--- config.mk ---
export PLATFORM = sky130hd
export DESIGN_NAME = tsr_run_ctrl
export DESIGN_NICKNAME = d
export VERILOG_FILES = /design/src/rtl/tsr_run_ctrl.sv
export SDC_FILE = /design/constraint.sdc
export NUM_CORES = 1
export LEC_CHECK = 0
export ABC_AREA = 1
export CORE_MARGIN = 10
export CORE_UTILIZATION = 40
export DETAILED_ROUTE_END_ITERATION = 12
export PLACE_DENSITY = 0.78
export SYNTH_ARGS = -nofsm -noshare
export SYNTH_HDL_FRONTEND = slang
export SYNTH_SLANG_ARGS = --single-unit
--- constraint.sdc ---
create_clock -name clk -period 1.8 [get_ports clk]
set_clock_uncertainty 0.2 [all_clocks]
set_input_delay 0.36 -clock clk [delete_from_list [all_inputs] [get_ports clk]]
set_output_delay 0.36 -clock clk [all_outputs]
set_load 0.01 [all_outputs]
--- src/rtl/tsr_run_ctrl.sv ---
// Frame run controller for the TSR classifier: sequences weight load, pixel streaming
// and result hand-off, exposes status over AXI-lite reads and issues a soft-reset pulse.
module tsr_run_ctrl #(
    parameter int unsigned AXI_ADDR_WIDTH   = 20,
    parameter int unsigned PIXELS           = 1024,
    parameter int unsigned RST_CYCLES       = 16,
    parameter int unsigned OFFSET_OUTPUT    = 'h0C00,
    parameter int unsigned OFFSET_OVALID    = 'h0C01,
    parameter int unsigned OFFSET_BUSY      = 'h0C09,
    parameter int unsigned OFFSET_RESET     = 'h0C11,
    parameter int unsigned OFFSET_CLOCK_CNT = 'h9_0000
) (
    input  logic                      clk,
    input  logic                      rst_n,
    input  logic [AXI_ADDR_WIDTH-1:0] axi_wr_addr,
    input  logic [63:0]               axi_wr_data,
    input  logic                      axi_wr_en,
    input  logic [7:0]                axi_wr_strobe,
    input  logic [AXI_ADDR_WIDTH-1:0] axi_rd_addr,
    input  logic                      axi_rd_en,
    output logic [63:0]               axi_rd_data,
    input  logic                      weight_load_done,
    input  logic                      pixel_rd,
    input  logic                      model_o_valid,
    input  logic [5:0]                model_o_data,
    output logic                      soft_rst_n,
    output logic                      busy,
    output logic                      done,
    output logic [5:0]                result,
    output logic                      err
);

    localparam int unsigned PIX_W = $clog2(PIXELS + 1);
    localparam int unsigned RST_W = $clog2(RST_CYCLES + 1);
    localparam int unsigned CNT_W = 32;
    localparam int unsigned RES_W = 6;

    typedef enum logic [1:0] {
        WAIT_W = 2'd0,
        IDLE   = 2'd1,
        RUN    = 2'd2,
        DONE   = 2'd3
    } state_e;

    state_e             state_q, state_d;
    logic [CNT_W-1:0]   cycle_cnt_q, cycle_cnt_d;
    logic [PIX_W-1:0]   pix_cnt_q, pix_cnt_d;
    logic               done_q, done_d;
    logic [RES_W-1:0]   result_q, result_d;
    logic               err_q, err_d;
    logic               busy_q, busy_d;
    logic [RST_W-1:0]   rst_cnt_q, rst_cnt_d;
    logic               soft_rst_n_q, soft_rst_n_d;

    logic               rst_wr;
    logic               rst_start;
    logic               pulse_active;
    logic               soft_clr;
    logic               ovalid_rd;
    logic               unused_wr_bits;

    assign unused_wr_bits = ^{axi_wr_data[63:1], axi_wr_strobe[7:1]};

    assign rst_wr = axi_wr_en
                 && (axi_wr_addr == AXI_ADDR_WIDTH'(OFFSET_RESET))
                 && axi_wr_strobe[0]
                 && axi_wr_data[0];

    assign pulse_active = (rst_cnt_q != '0);
    // A trigger while a pulse is running is dropped so the pulse is never stretched.
    assign rst_start    = rst_wr && !pulse_active;
    assign soft_clr     = rst_start || pulse_active;

    assign ovalid_rd = axi_rd_en && (axi_rd_addr == AXI_ADDR_WIDTH'(OFFSET_OVALID));

    // Soft-reset pulse generator: low for RST_CYCLES cycles starting the cycle after the trigger.
    always_comb begin
        rst_cnt_d    = rst_cnt_q;
        soft_rst_n_d = soft_rst_n_q;
        if (rst_start) begin
            rst_cnt_d    = RST_W'(RST_CYCLES);
            soft_rst_n_d = 1'b0;
        end else if (pulse_active) begin
            rst_cnt_d    = rst_cnt_q - RST_W'(1);
            soft_rst_n_d = (rst_cnt_q == RST_W'(1));
        end
    end

    // Run FSM next-state and datapath updates.
    always_comb begin
        state_d     = state_q;
        cycle_cnt_d = cycle_cnt_q;
        pix_cnt_d   = pix_cnt_q;
        done_d      = done_q;
        result_d    = result_q;
        err_d       = err_q;

        if (soft_clr) begin
            state_d     = WAIT_W;
            cycle_cnt_d = '0;
            pix_cnt_d   = '0;
            done_d      = 1'b0;
            result_d    = '0;
            err_d       = 1'b0;
        end else begin
            unique case (state_q)
                WAIT_W: begin
                    if (pixel_rd || model_o_valid) begin
                        err_d = 1'b1;
                    end
                    if (weight_load_done) begin
                        state_d = IDLE;
                    end
                end
                IDLE: begin
                    if (model_o_valid) begin
                        err_d = 1'b1;
                    end
                    if (pixel_rd) begin
                        state_d     = RUN;
                        cycle_cnt_d = '0;
                        pix_cnt_d   = PIX_W'(1);
                    end
                end
                RUN: begin
                    if (pixel_rd) begin
                        if (pix_cnt_q == PIX_W'(PIXELS)) begin
                            err_d = 1'b1;
                        end else begin
                            pix_cnt_d = pix_cnt_q + PIX_W'(1);
                        end
                    end
                    // The classification pulse freezes the cycle count at its arrival.
                    if (model_o_valid) begin
                        result_d = model_o_data;
                        done_d   = 1'b1;
                        state_d  = DONE;
                    end else if (cycle_cnt_q != '1) begin
                        cycle_cnt_d = cycle_cnt_q + CNT_W'(1);
                    end
                end
                DONE: begin
                    if (model_o_valid) begin
                        err_d = 1'b1;
                    end
                    if (pixel_rd) begin
                        state_d     = RUN;
                        cycle_cnt_d = '0;
                        pix_cnt_d   = PIX_W'(1);
                        done_d      = 1'b0;
                    end else if (ovalid_rd) begin
                        state_d = IDLE;
                        done_d  = 1'b0;
                    end
                end
                default: begin
                    state_d = WAIT_W;
                end
            endcase
        end

        busy_d = (state_d == RUN);
    end

    always_ff @(posedge clk or negedge rst_n) begin
        if (!rst_n) begin
            state_q      <= WAIT_W;
            cycle_cnt_q  <= '0;
            pix_cnt_q    <= '0;
            done_q       <= 1'b0;
            result_q     <= '0;
            err_q        <= 1'b0;
            busy_q       <= 1'b0;
            rst_cnt_q    <= '0;
            soft_rst_n_q <= 1'b1;
        end else begin
            state_q      <= state_d;
            cycle_cnt_q  <= cycle_cnt_d;
            pix_cnt_q    <= pix_cnt_d;
            done_q       <= done_d;
            result_q     <= result_d;
            err_q        <= err_d;
            busy_q       <= busy_d;
            rst_cnt_q    <= rst_cnt_d;
            soft_rst_n_q <= soft_rst_n_d;
        end
    end

    // Register read mux; unmapped addresses read as zero.
    always_comb begin
        axi_rd_data = '0;
        if (axi_rd_addr == AXI_ADDR_WIDTH'(OFFSET_OUTPUT)) begin
            axi_rd_data = 64'(result_q);
        end else if (axi_rd_addr == AXI_ADDR_WIDTH'(OFFSET_OVALID)) begin
            axi_rd_data = 64'(done_q);
        end else if (axi_rd_addr == AXI_ADDR_WIDTH'(OFFSET_BUSY)) begin
            axi_rd_data = 64'(busy_q);
        end else if (axi_rd_addr == AXI_ADDR_WIDTH'(OFFSET_CLOCK_CNT)) begin
            axi_rd_data = 64'(cycle_cnt_q);
        end
    end

    assign soft_rst_n = soft_rst_n_q;
    assign busy       = busy_q;
    assign done       = done_q;
    assign result     = result_q;
    assign err        = err_q;

endmodule

==> summary.txt <==
Setup path
  – Crit Path Class: input pin to primary output
  – FF-to-FF setup slack: -0.25 ns
  – Critical register-to-register path startpoint: rst_cnt_q[1]$_DFFE_PN0N_
  – Data arrival, critical path: 1.64 ns
  – Worst R2R End: cycle_cnt_q[21]$_DFFE_PN0P_
  – Startpoint Class: input pin
  – Reg2reg path depth: 11
  – CP max FO: 8
  – CP Capture Type: primary output
  – Worst setup path start: axi_rd_addr[8]
  – Worst path required time: 1.24 ns
  – Critical Path Sink: axi_rd_data[25]

Power and ir drop
  – Leakage: 3.96 nW
  – VDD IR max: 0.000748 V
  – P per Cell Area: 652 nW/um2

Synthesis
  – Adder-cell area share of the yosys netlist: 1.30%
  – Synth Flop Type: dfrtp_1
  – Number of synthesized register bits: 60
  – Sequential area share after synthesis: 31.1%
  – Post-synth top area cell: dfrtp_1
  – Syn Inst Count: 785
  – Synth top area cells: dfrtp_1, nand2_1, nand3_1
  – Ys async rst share: 100%
  – Yosys warns: 0
  – Main combinational cell family by area after synthesis: simple AND/OR/NAND/NOR gates
  – Synth Area in Compound Gates: 3.94%
  – Synth top cells by count: nand2_1, nor2_1, nand3_1
  – Number of flops mapped to enable cells by yosys: 0
  – Count leader, synth: nand2_1
  – Syn_area_per_cell: 6.15 um2
  – Synth Area in Simple Gates: 48.3%
  – Cell Area, Synth: 4830 um2
  – Xor/xnor share of the synthesized area: 1.09%
  – Post-synthesis mux area share: 0%
  – Top cell type's share of synthesized area: 30.6%
  – Library cells used by synthesis: 29

Routing
  – Routed len/inst: 18.0 um
  – DR pass1 iterations: 10
  – DRT iter0 DRCs: 884
  – Total number of vias: 6393
  – # DRC: 0
  – DRT antenna net count: 0
  – Vias/cell: 5.51
  – Drt total wl: 20900 um

Final layout
  – Filler cell count: 864
  – Nets: 1139
  – Final Util: 68.9%
  – Sequential cell area: 1510 um2
  – Area delta synth->final: 69.8%
  – Antenna cells: 0
  – Multi-input gate area: 3630 um2
  – Layout cells sized above 1: 38.5%

Timing
  – Setup Viol. Count Final: 80
  – Hold_ws: 0.298 ns
  – Setup TNS: -20.70 ns
  – Crit path time final: 2.20 ns
  – Max Clk Rate: 0.454 GHz
  – Hold Vio Cnt, Final: 0
  – Final slew viol count: 0
  – Final period util: 122%
  – RSZ-0062 raised after global routing: yes
  – Fin worst setup slack: -0.402 ns

Clocking
  – CTS root buf: clkbuf_16
  – Clock transition at the registers of the reported paths: 0.06 ns
  – CTS tree: yes
  – Maximum clock path buffer count: 2
  – Clk sinks: 60
  – Inserted Clock Buffers: 9
  – Clock latency on the worst-skew pair: 0.34 ns
  – CTS H-tree depth: 3

Die
  – Die Y-Extent: 130 um
  – IO Count: 199
  – Initial Util: 40.5%
  – Die X: 130 um
  – FP Rows: 40
  – Core footprint: 11900 um2
  – Die area: 16900 um2

Placed design
  – Gpl congestion: 0.932
  – Dpl ws: -1.15 ns
  – Post-detail-place hpwl: 11900 um
  – PortBufs: 96

GRT
  – Largest net degree at the start of global routing: 61
  – Overflow after GRT: 0
  – Vias in the first global route: 5875
  – First-pass GRT wire length: 29200 um
  – Initial antenna violation count: 0
  – Total GRT Usage: 21.7%

Outcome
  – Failing checks: setup timing
  – Status: complete, but fails checks

Min path
  – Hold Crit Class: flip-flop to flip-flop

Run
  – Maximum capacitance violations: 0
==> registers in the layout, summed over array words and instances (netlist names) <==
name / count
pix_cnt_q: 11
state_q: 2
soft_rst_n: 1
rst_cnt_q: 5
done: 1
busy: 1
result: 6
cycle_cnt_q: 32
err: 1
==> kinds of logic (layout without fill, tap and decap cells) <==
group,after synthesis,after routing
buffers and inverters,137,331
other,1,32
and+or+nand+nor,541,545
DFF,60,60
xor gates and xnor gates,6,6
AOI/OAI and AO/OA,35,35
adders and majority gates,5,5
==> layer usage <==
metal / global-route usage, % / up-vias / part of all wire, %
met2: 37.8 / 395 / 52
met4: 9.99 / 0 / 4.9
met5: 0 / - / 0
li1: - / 2888 / -
met3: 6.17 / 113 / 9.3
met1: 23.9 / 2997 / 34
==> layout by cell type, fill, tap and decap left out, drive strengths merged <==
| cell type | count |
|---|---|
| a21oi | 7 |
| buf | 189 |
| bufinv | 2 |
| clkbuf | 16 |
| clkdlybuf4s50 | 14 |
| clkinv | 4 |
| conb | 32 |
| dfrtp | 59 |
| dfstp | 1 |
| dlygate4sd2 | 6 |
| dlygate4sd3 | 1 |
| dlymetal6s2s | 23 |
| ha | 5 |
| inv | 76 |
| nand2 | 257 |
| nand3 | 105 |
| nand3b | 4 |
| nand4 | 8 |
| nor2 | 130 |
| nor3 | 38 |
| o21ai | 26 |
| o21bai | 1 |
| o22ai | 1 |
| or2 | 3 |
| xnor2 | 3 |
| xor2 | 3 |
==> what timing repair did <==
action                     in CTS  in global routing
cloned                          8                  2
hold buffers                    1                  0
buffers inserted               32                 15
setup endpoints to repair      90                 93
hold endpoints to repair       59                  0
pin swaps                      51                 61
resized for setup             304                130
==> worst max-delay path: stages <==
cell     delay, ns
buf_6         0.09
inv_2         0.04
nand2_2       0.06
nor2_4        0.12
inv_2         0.05
nor3_4        0.22
nand2_4       0.13
buf_6         0.15
buf_12        0.14
nor3_4        0.11
buf_2         0.15
==> per-stage QoR <==
step | instance area (um2) | cells | total power (W)
5_1_grt | 8200 | 1161 | 0.00553
2_1_floorplan | 5380 | 816 | 0.00225
3_3_place_gp | 6850 | 1099 | 0.00269
6_report | 8200 | 1161 | 0.00535
4_1_cts | 7720 | 1149 | 0.00491
3_5_place_dp | 6850 | 1099 | 0.00272
==> area by class of cell <==
type | count | area share [%]
clock buffer | 12 | 3.25
clock inverter | 4 | 0.854
inverter | 78 | 3.92
multi-input combinational | 623 | 44.2
sequential | 60 | 18.4
tap | 147 | 2.24
timing repair buffer | 237 | 27.1
==> worst min path at each step <==
stage	start	to	slack, ns	cells past startpoint
after floorplan	rst_n	busy$_DFF_PN0_	-0.14	0
after global placement	rst_n	cycle_cnt_q[23]$_DFFE_PN0P_	0.20	2
after detailed placement	rst_n	cycle_cnt_q[21]$_DFFE_PN0P_	0.19	2
after CTS	soft_rst_n$_DFFE_PN1N_	soft_rst_n$_DFFE_PN1N_	0.28	2
after global routing	soft_rst_n$_DFFE_PN1N_	soft_rst_n$_DFFE_PN1N_	0.30	2
final	soft_rst_n$_DFFE_PN1N_	soft_rst_n$_DFFE_PN1N_	0.30	2
==> report_power, final <==
| group | total (W) | internal (W) | switching (W) |
|---|---|---|---|
| sequential | 0.00149 | 0.00143 | 0.0000612 |
| combinational | 0.00187 | 0.000847 | 0.00102 |
| clock | 0.00199 | 0.00132 | 0.000665 |
Note: power is estimated with default switching activity, not from simulation.
